--- src/rtl/sub_clock_pkg.sv ---
// sub_clock_pkg
// Shared definitions for the run-time-programmable clock divider:
// channel state encoding and the default channel count / counter width.
package sub_clock_pkg;

    localparam int DEFAULT_WIDTH    = 26;
    localparam int DEFAULT_CHANNELS = 4;

    typedef enum logic [1:0] {
        ST_IDLE = 2'd0,
        ST_HIGH = 2'd1,
        ST_LOW  = 2'd2
    } chan_state_e;

endpackage

--- src/rtl/sub_clock_chan.sv ---
// sub_clock_chan
// One divider channel: a three-state FSM (IDLE/HIGH/LOW) with a half-period
// counter and a latched half-period. The half-period and the enable are only
// acted upon at a period boundary, so the output never carries a runt pulse.
//
// Ports:
//   clk      in   system clock, rising edge
//   rst      in   asynchronous active-high reset
//   en       in   run request
//   halfper  in   requested half-period in clk cycles (0 = stop)
//   outclk   out  divided clock, registered
//   rise     out  one-cycle strobe in the first cycle of each high phase
//   busy     out  high while the channel is not idle
module sub_clock_chan
    import sub_clock_pkg::*;
#(
    parameter int WIDTH = DEFAULT_WIDTH
) (
    input  logic             clk,
    input  logic             rst,
    input  logic             en,
    input  logic [WIDTH-1:0] halfper,
    output logic             outclk,
    output logic             rise,
    output logic             busy
);

    localparam logic [WIDTH-1:0] CNT_ZERO = {WIDTH{1'b0}};
    localparam logic [WIDTH-1:0] CNT_ONE  = {{(WIDTH-1){1'b0}}, 1'b1};

    chan_state_e      state_r;
    chan_state_e      state_s;
    logic [WIDTH-1:0] cnt_r;
    logic [WIDTH-1:0] cnt_s;
    logic [WIDTH-1:0] hp_r;
    logic [WIDTH-1:0] hp_s;
    logic             outclk_r;
    logic             outclk_s;
    logic             rise_r;
    logic             rise_s;
    logic             busy_r;
    logic             busy_s;

    logic             start_ok_s;
    logic             last_s;

    // A new period may begin only when requested with a usable half-period.
    assign start_ok_s = en && (halfper != CNT_ZERO);
    // Final cycle of the current phase; meaningless (and unused) while idle.
    assign last_s     = (cnt_r == (hp_r - CNT_ONE));

    // State, counter, half-period and output registers.
    always_ff @(posedge clk or posedge rst) begin
        if (rst) begin
            state_r  <= ST_IDLE;
            cnt_r    <= CNT_ZERO;
            hp_r     <= CNT_ZERO;
            outclk_r <= 1'b0;
            rise_r   <= 1'b0;
            busy_r   <= 1'b0;
        end else begin
            state_r  <= state_s;
            cnt_r    <= cnt_s;
            hp_r     <= hp_s;
            outclk_r <= outclk_s;
            rise_r   <= rise_s;
            busy_r   <= busy_s;
        end
    end

    // Next-state, counter and half-period latch decisions.
    always_comb begin
        state_s = state_r;
        cnt_s   = cnt_r;
        hp_s    = hp_r;
        case (state_r)
            ST_IDLE: begin
                cnt_s = CNT_ZERO;
                if (start_ok_s) begin
                    hp_s    = halfper;
                    state_s = ST_HIGH;
                end else begin
                    state_s = ST_IDLE;
                end
            end
            ST_HIGH: begin
                if (last_s) begin
                    cnt_s   = CNT_ZERO;
                    state_s = ST_LOW;
                end else begin
                    cnt_s   = cnt_r + CNT_ONE;
                end
            end
            ST_LOW: begin
                if (last_s) begin
                    cnt_s = CNT_ZERO;
                    // Period boundary: back-to-back restart or drop to idle.
                    if (start_ok_s) begin
                        hp_s    = halfper;
                        state_s = ST_HIGH;
                    end else begin
                        state_s = ST_IDLE;
                    end
                end else begin
                    cnt_s = cnt_r + CNT_ONE;
                end
            end
            default: begin
                state_s = ST_IDLE;
                cnt_s   = CNT_ZERO;
            end
        endcase
    end

    // Output values for the state being entered, so the registers line up
    // with the state register and no input reaches an output combinationally.
    always_comb begin
        outclk_s = (state_s == ST_HIGH);
        busy_s   = (state_s != ST_IDLE);
        rise_s   = (state_s == ST_HIGH) && (state_r != ST_HIGH);
    end

    assign outclk = outclk_r;
    assign rise   = rise_r;
    assign busy   = busy_r;

endmodule

--- src/rtl/sub_clock_dyn_multi.sv ---
// sub_clock_dyn_multi
// Multi-channel run-time-programmable clock divider. Each channel is an
// independent sub_clock_chan; HALFPER is sliced WIDTH bits per channel.
//
// Ports:
//   CLK      in   system clock, rising edge
//   RST      in   asynchronous active-high reset
//   EN       in   per-channel run request            [CHANNELS]
//   HALFPER  in   per-channel half-period, ch i at [i*WIDTH +: WIDTH]
//   OUTCLK   out  divided clocks, registered         [CHANNELS]
//   RISE     out  first-high-cycle strobes           [CHANNELS]
//   BUSY     out  channel-not-idle flags             [CHANNELS]
module sub_clock_dyn_multi
    import sub_clock_pkg::*;
#(
    parameter int CHANNELS = DEFAULT_CHANNELS,
    parameter int WIDTH    = DEFAULT_WIDTH
) (
    input  logic                      CLK,
    input  logic                      RST,
    input  logic [CHANNELS-1:0]       EN,
    input  logic [CHANNELS*WIDTH-1:0] HALFPER,
    output logic [CHANNELS-1:0]       OUTCLK,
    output logic [CHANNELS-1:0]       RISE,
    output logic [CHANNELS-1:0]       BUSY
);

    for (genvar g = 0; g < CHANNELS; g++) begin : g_chan
        sub_clock_chan #(
            .WIDTH (WIDTH)
        ) u_chan (
            .clk     (CLK),
            .rst     (RST),
            .en      (EN[g]),
            .halfper (HALFPER[g*WIDTH +: WIDTH]),
            .outclk  (OUTCLK[g]),
            .rise    (RISE[g]),
            .busy    (BUSY[g])
        );
    end

endmodule

--- config.mk ---
export PLATFORM = sky130hd
export DESIGN_NAME = sub_clock_dyn_multi
export DESIGN_NICKNAME = d
export VERILOG_FILES = /design/src/rtl/sub_clock_pkg.sv /design/src/rtl/sub_clock_chan.sv /design/src/rtl/sub_clock_dyn_multi.sv
export SDC_FILE = /design/constraint.sdc
export NUM_CORES = 1
export LEC_CHECK = 0
export BUFFER_PORTS_ARGS = -buffer_cell sky130_fd_sc_hd__buf_2
export CAP_MARGIN = 20
export CORE_UTILIZATION = 25
export DETAILED_ROUTE_END_ITERATION = 16
export PLACE_DENSITY = 0.39
export SYNTH_ARGS = -nofsm -noshare
export SYNTH_HDL_FRONTEND = slang
export SYNTH_SLANG_ARGS = --single-unit
--- constraint.sdc ---
create_clock -name CLK -period 10.8 [get_ports CLK]
set_input_delay 3.24 -clock CLK [delete_from_list [all_inputs] [get_ports CLK]]
set_output_delay 3.24 -clock CLK [all_outputs]
set_load 0.05 [all_outputs]
==> impl_metrics.py <==
metrics = {
    "synthesis": {
        "synth-seq-cells": 228,
        "ys_seq_area_share_pct": 40.8,
        "syn_area_per_cell_um2": 9.83,
        "synthDistinctLibCells": 88,
        "async_flop_share_pct": 100,
        "synth_area_leaders": "dfrtp_1, xor2_1, xnor2_1, mux2_2, nor2_1",
        "synthFlopType": "dfrtp_1",
        "synth_top_cell_by_area": "dfrtp_1",
        "synth_nets": 1555,
        "yosys_warnings": 0,
        "synth-edff-count": 0,
        "synth_cells": 1421,
        "synth_top_cell_area_share_pct": 40.8,
        "syn_area_um2": 14000,
    },
    "die": {
        "dieWidth_um": 238,
        "ioPinCount": 122,
        "fp-row-count": 86,
        "initial_utilization_pct": 25.3,
        "die-height_um": 238,
        "core_um2": 55200,
        "dieArea_um2": 56800,
    },
    "min_path": {
        "holdCritPathClass": "reg2reg",
        "min_path_cells": 1,
    },
    "finish": {
        "layout.cells.non_filler": 2287,
        "fillers": 5822,
        "fin_nets": 1649,
        "register_area_um2": 5710,
        "n_antenna_cell": 0,
        "final_layout_size_suffix_gt1_share_pct": 18.9,
        "area_growth_pct": 16.4,
        "multi_input_area_um2": 7740,
        "fin_area_um2": 16300,
    },
    "cts": {
        "insertion_delay_ps": 580,
        "clockBufferDepth": 3,
        "cts_setup_buffers": 0,
        "cts_buffers": 30,
        "cts.htree.levels": 1,
        "clk_pin_slew_worst_paths_ps": 60,
        "clkSinkCount": 228,
        "cts-root-buf": "clkbuf_16",
        "ctsResizeCount": 0,
        "cts_tree": "built",
        "holdBufCountCts": 0,
    },
    "global_route": {
        "grt_pass1_vias": 10875,
        "grt_pass1_wl_um": 61100,
        "gr-usage-all-layers_pct": 13.4,
        "overflow": 0,
        "antenna_found_initial": 1,
        "grt_start_max_net_pins": 97,
    },
    "drt": {
        "drtIter0Drc": 522,
        "via_per_inst": 4.71,
        "drtPass1Iterations": 5,
        "vias": 10780,
        "drt_wl_total_um": 37500,
        "ant_nets": 0,
        "drc_errors": 0,
        "wl_per_cell_um": 16.4,
    },
    "timing": {
        "grt_setup_unrepaired": "false",
        "whs_ps": 544,
        "slew_viol_final": 0,
        "fin_skew_ps": 13.3,
        "tightest_slew_ps": 1030,
        "setup_tns_ps": 0,
        "max_freq_mhz": 196,
        "hold_viol": 0,
        "period_share_pct": 47.4,
        "setup_viol": 0,
        "relSlewSlack_pct": 31.2,
        "fin_crit_ps": 5110,
    },
    "critical_path": {
        "crit_buf_inv": 2,
        "cp.arrival_ps": 5570,
        "path_delay_family": "simple AND/OR/NAND/NOR gates",
        "worstPathRequired_ps": 11260,
        "reg2regPathDepth": 11,
        "critical_path.max_stage_delay_ps": 610,
        "cp_slowest_cell": "nand2b_1",
        "cp_num_cells": 7,
        "cp_max_fo": 14,
        "critical_path_class": "in2reg",
        "critPathLaunchType": "primary input",
        "path_cells": "buf_2 > nor4_1 > nand4_1 > o221ai_1 > nand2b_1 > buf_4 > mux2_2",
        "end_kind": "flip-flop",
    },
    "placement": {
        "hpwl_um": 27800,
        "dpl.cell_count": 2229,
        "port_buffers": 121,
        "place_area_um2": 15200,
        "place.gp.congestion": 0.801,
    },
    "job": {
        "max_cap_violations": 0,
    },
    "status": {
        "status": "finished clean",
    },
    "power_and_ir_drop": {
        "p_leak_nw": 6.98,
        "power_density_nw_per_um2": 173,
        "peakVddDrop_v": 0.000112,
    },
}
cell type report:
type                       count  share of cell area [%]
clock buffer                  42                    5.40
tap                          748                    5.76
clock inverter                14                    1.09
sequential                   228                    35.1
multi-input combinational   1087                    47.6
inverter                      39                   0.947
timing repair buffer         129                    4.13
stage by stage:
stage,util (%),power [mW],worst slack (ps)
floorplan,-,1.62,1310
global placement,27.5,1.77,5040
detailed placement,27.5,1.78,5010
CTS,29.4,2.87,5640
global route,29.5,2.99,5430
finish,29.5,2.81,5690
layer usage:
| metal | track usage, % | routed length, um | vias up |
|---|---|---|---|
| li1 | - | - | 5298 |
| met1 | 19.1 | 18700 | 5276 |
| met2 | 21.1 | 16700 | 165 |
| met3 | 1.86 | 1270 | 41 |
| met4 | 3.28 | 801 | 0 |
| met5 | 0 | 0 | - |
final timing paths:
path                       slack [ps]                   endpoint                   startpoint
min                               540      g_chan[1].u_chan.rise  g_chan[1].u_chan.state_r[1]
max in group asynchronous        6590  g_chan[0].u_chan.hp_r[23]                          RST
max reg2reg                      5980  g_chan[3].u_chan.hp_r[24]     g_chan[3].u_chan.hp_r[0]
min reg2reg                       540      g_chan[1].u_chan.rise  g_chan[1].u_chan.state_r[1]
min in group asynchronous        2800  g_chan[2].u_chan.hp_r[21]                          RST
max                              5690  g_chan[0].u_chan.hp_r[11]                  HALFPER[15]
where the power goes:
| part | leakage [nW] | internal, mW | switching, mW | total, mW |
|---|---|---|---|---|
| logic | 3.48 | 0.287 | 0.332 | 0.619 |
| clock network | 0.515 | 0.657 | 0.396 | 1.05 |
| registers | 2.98 | 0.962 | 0.177 | 1.14 |
| total | 6.98 | 1.91 | 0.905 | 2.81 |
worst register-to-register path, stage by stage (launching register included):
cell and delay (ps):
dfrtp_1 520, inv_1 110, ha_1 320, or3b_2 560
or4b_2 670, xnor2_1 140, a2111oi_0 810, nand4_1 430
and2_1 330, nor2_2 80, buf_4 320, mux2_2 400
state kept, by name, indices dropped and copies added (netlist names):
name,cells
g_chan.u_chan.state_r,8
g_chan.u_chan.rise,4
g_chan.u_chan.outclk,4
g_chan.u_chan.busy,4
g_chan.u_chan.cnt_r,104
g_chan.u_chan.hp_r,104
cells in the final DEF, fill, tap and decap left out, types with 8 or more instances in the layout:
| master | instances |
|---|---|
| dfrtp_1 | 228 |
| nor2_1 | 173 |
| buf_2 | 121 |
| xor2_1 | 116 |
| xnor2_1 | 94 |
| nand2_1 | 73 |
| nand3_1 | 67 |
| mux2_2 | 63 |
| nor4_1 | 56 |
| nand4_1 | 39 |
| inv_1 | 38 |
| nor3_1 | 34 |
| and3_1 | 31 |
| clkbuf_16 | 31 |
| ha_1 | 24 |
| a21oi_1 | 23 |
| o21ai_0 | 21 |
| mux2_4 | 20 |
| mux2_1 | 20 |
| or4_1 | 19 |
| or3_1 | 13 |
| and4_1 | 13 |
| nor2b_1 | 11 |
| and2_1 | 11 |
| nand3b_1 | 10 |
| nand2b_1 | 9 |
| or2_2 | 8 |
kinds of logic (layout without fill, tap and decap cells):
family	count (synthesis)	count (layout)	synth area share [%]
AOI/OAI and AO/OA	149	149	8.07
xor gates and xnor gates	211	211	13.3
adders and majority gates	25	25	2.22
buffers and inverters	106	224	3.83
DFF	228	228	40.8
muxes	110	110	9.43
and+or+nand+nor	592	592	22.3
synth_stat cells (5+ instances only):
| cell | instances |
|---|---|
| clkbuf_1 | 36 |
| o31ai_1 | 6 |
| nand2b_1 | 9 |
| nand3b_1 | 10 |
| inv_1 | 39 |
| nor4_1 | 57 |
| a31oi_1 | 7 |
| o22ai_1 | 5 |
| xor2_1 | 116 |
| nand4_1 | 39 |
| ha_1 | 24 |
| nand2_1 | 73 |
| mux2_4 | 20 |
| nor2b_1 | 11 |
| a21oi_1 | 23 |
| nor4b_1 | 5 |
| buf_2 | 8 |
| dfrtp_1 | 228 |
| o2111ai_1 | 5 |
| mux2_1 | 20 |
| o211ai_1 | 7 |
| mux2i_1 | 6 |
| or2_2 | 8 |
| o21ai_0 | 21 |
| buf_6 | 5 |
| and3_1 | 31 |
| buf_4 | 15 |
| o21a_1 | 5 |
| xnor2_1 | 94 |
| mux2_2 | 63 |
| and4_1 | 13 |
| o221ai_1 | 5 |
| nor3_1 | 34 |
| or4_1 | 19 |
| nor2_1 | 173 |
| and2_1 | 11 |
| or3_1 | 13 |
| nand3_1 | 67 |
(Power assumes the default switching activity.)
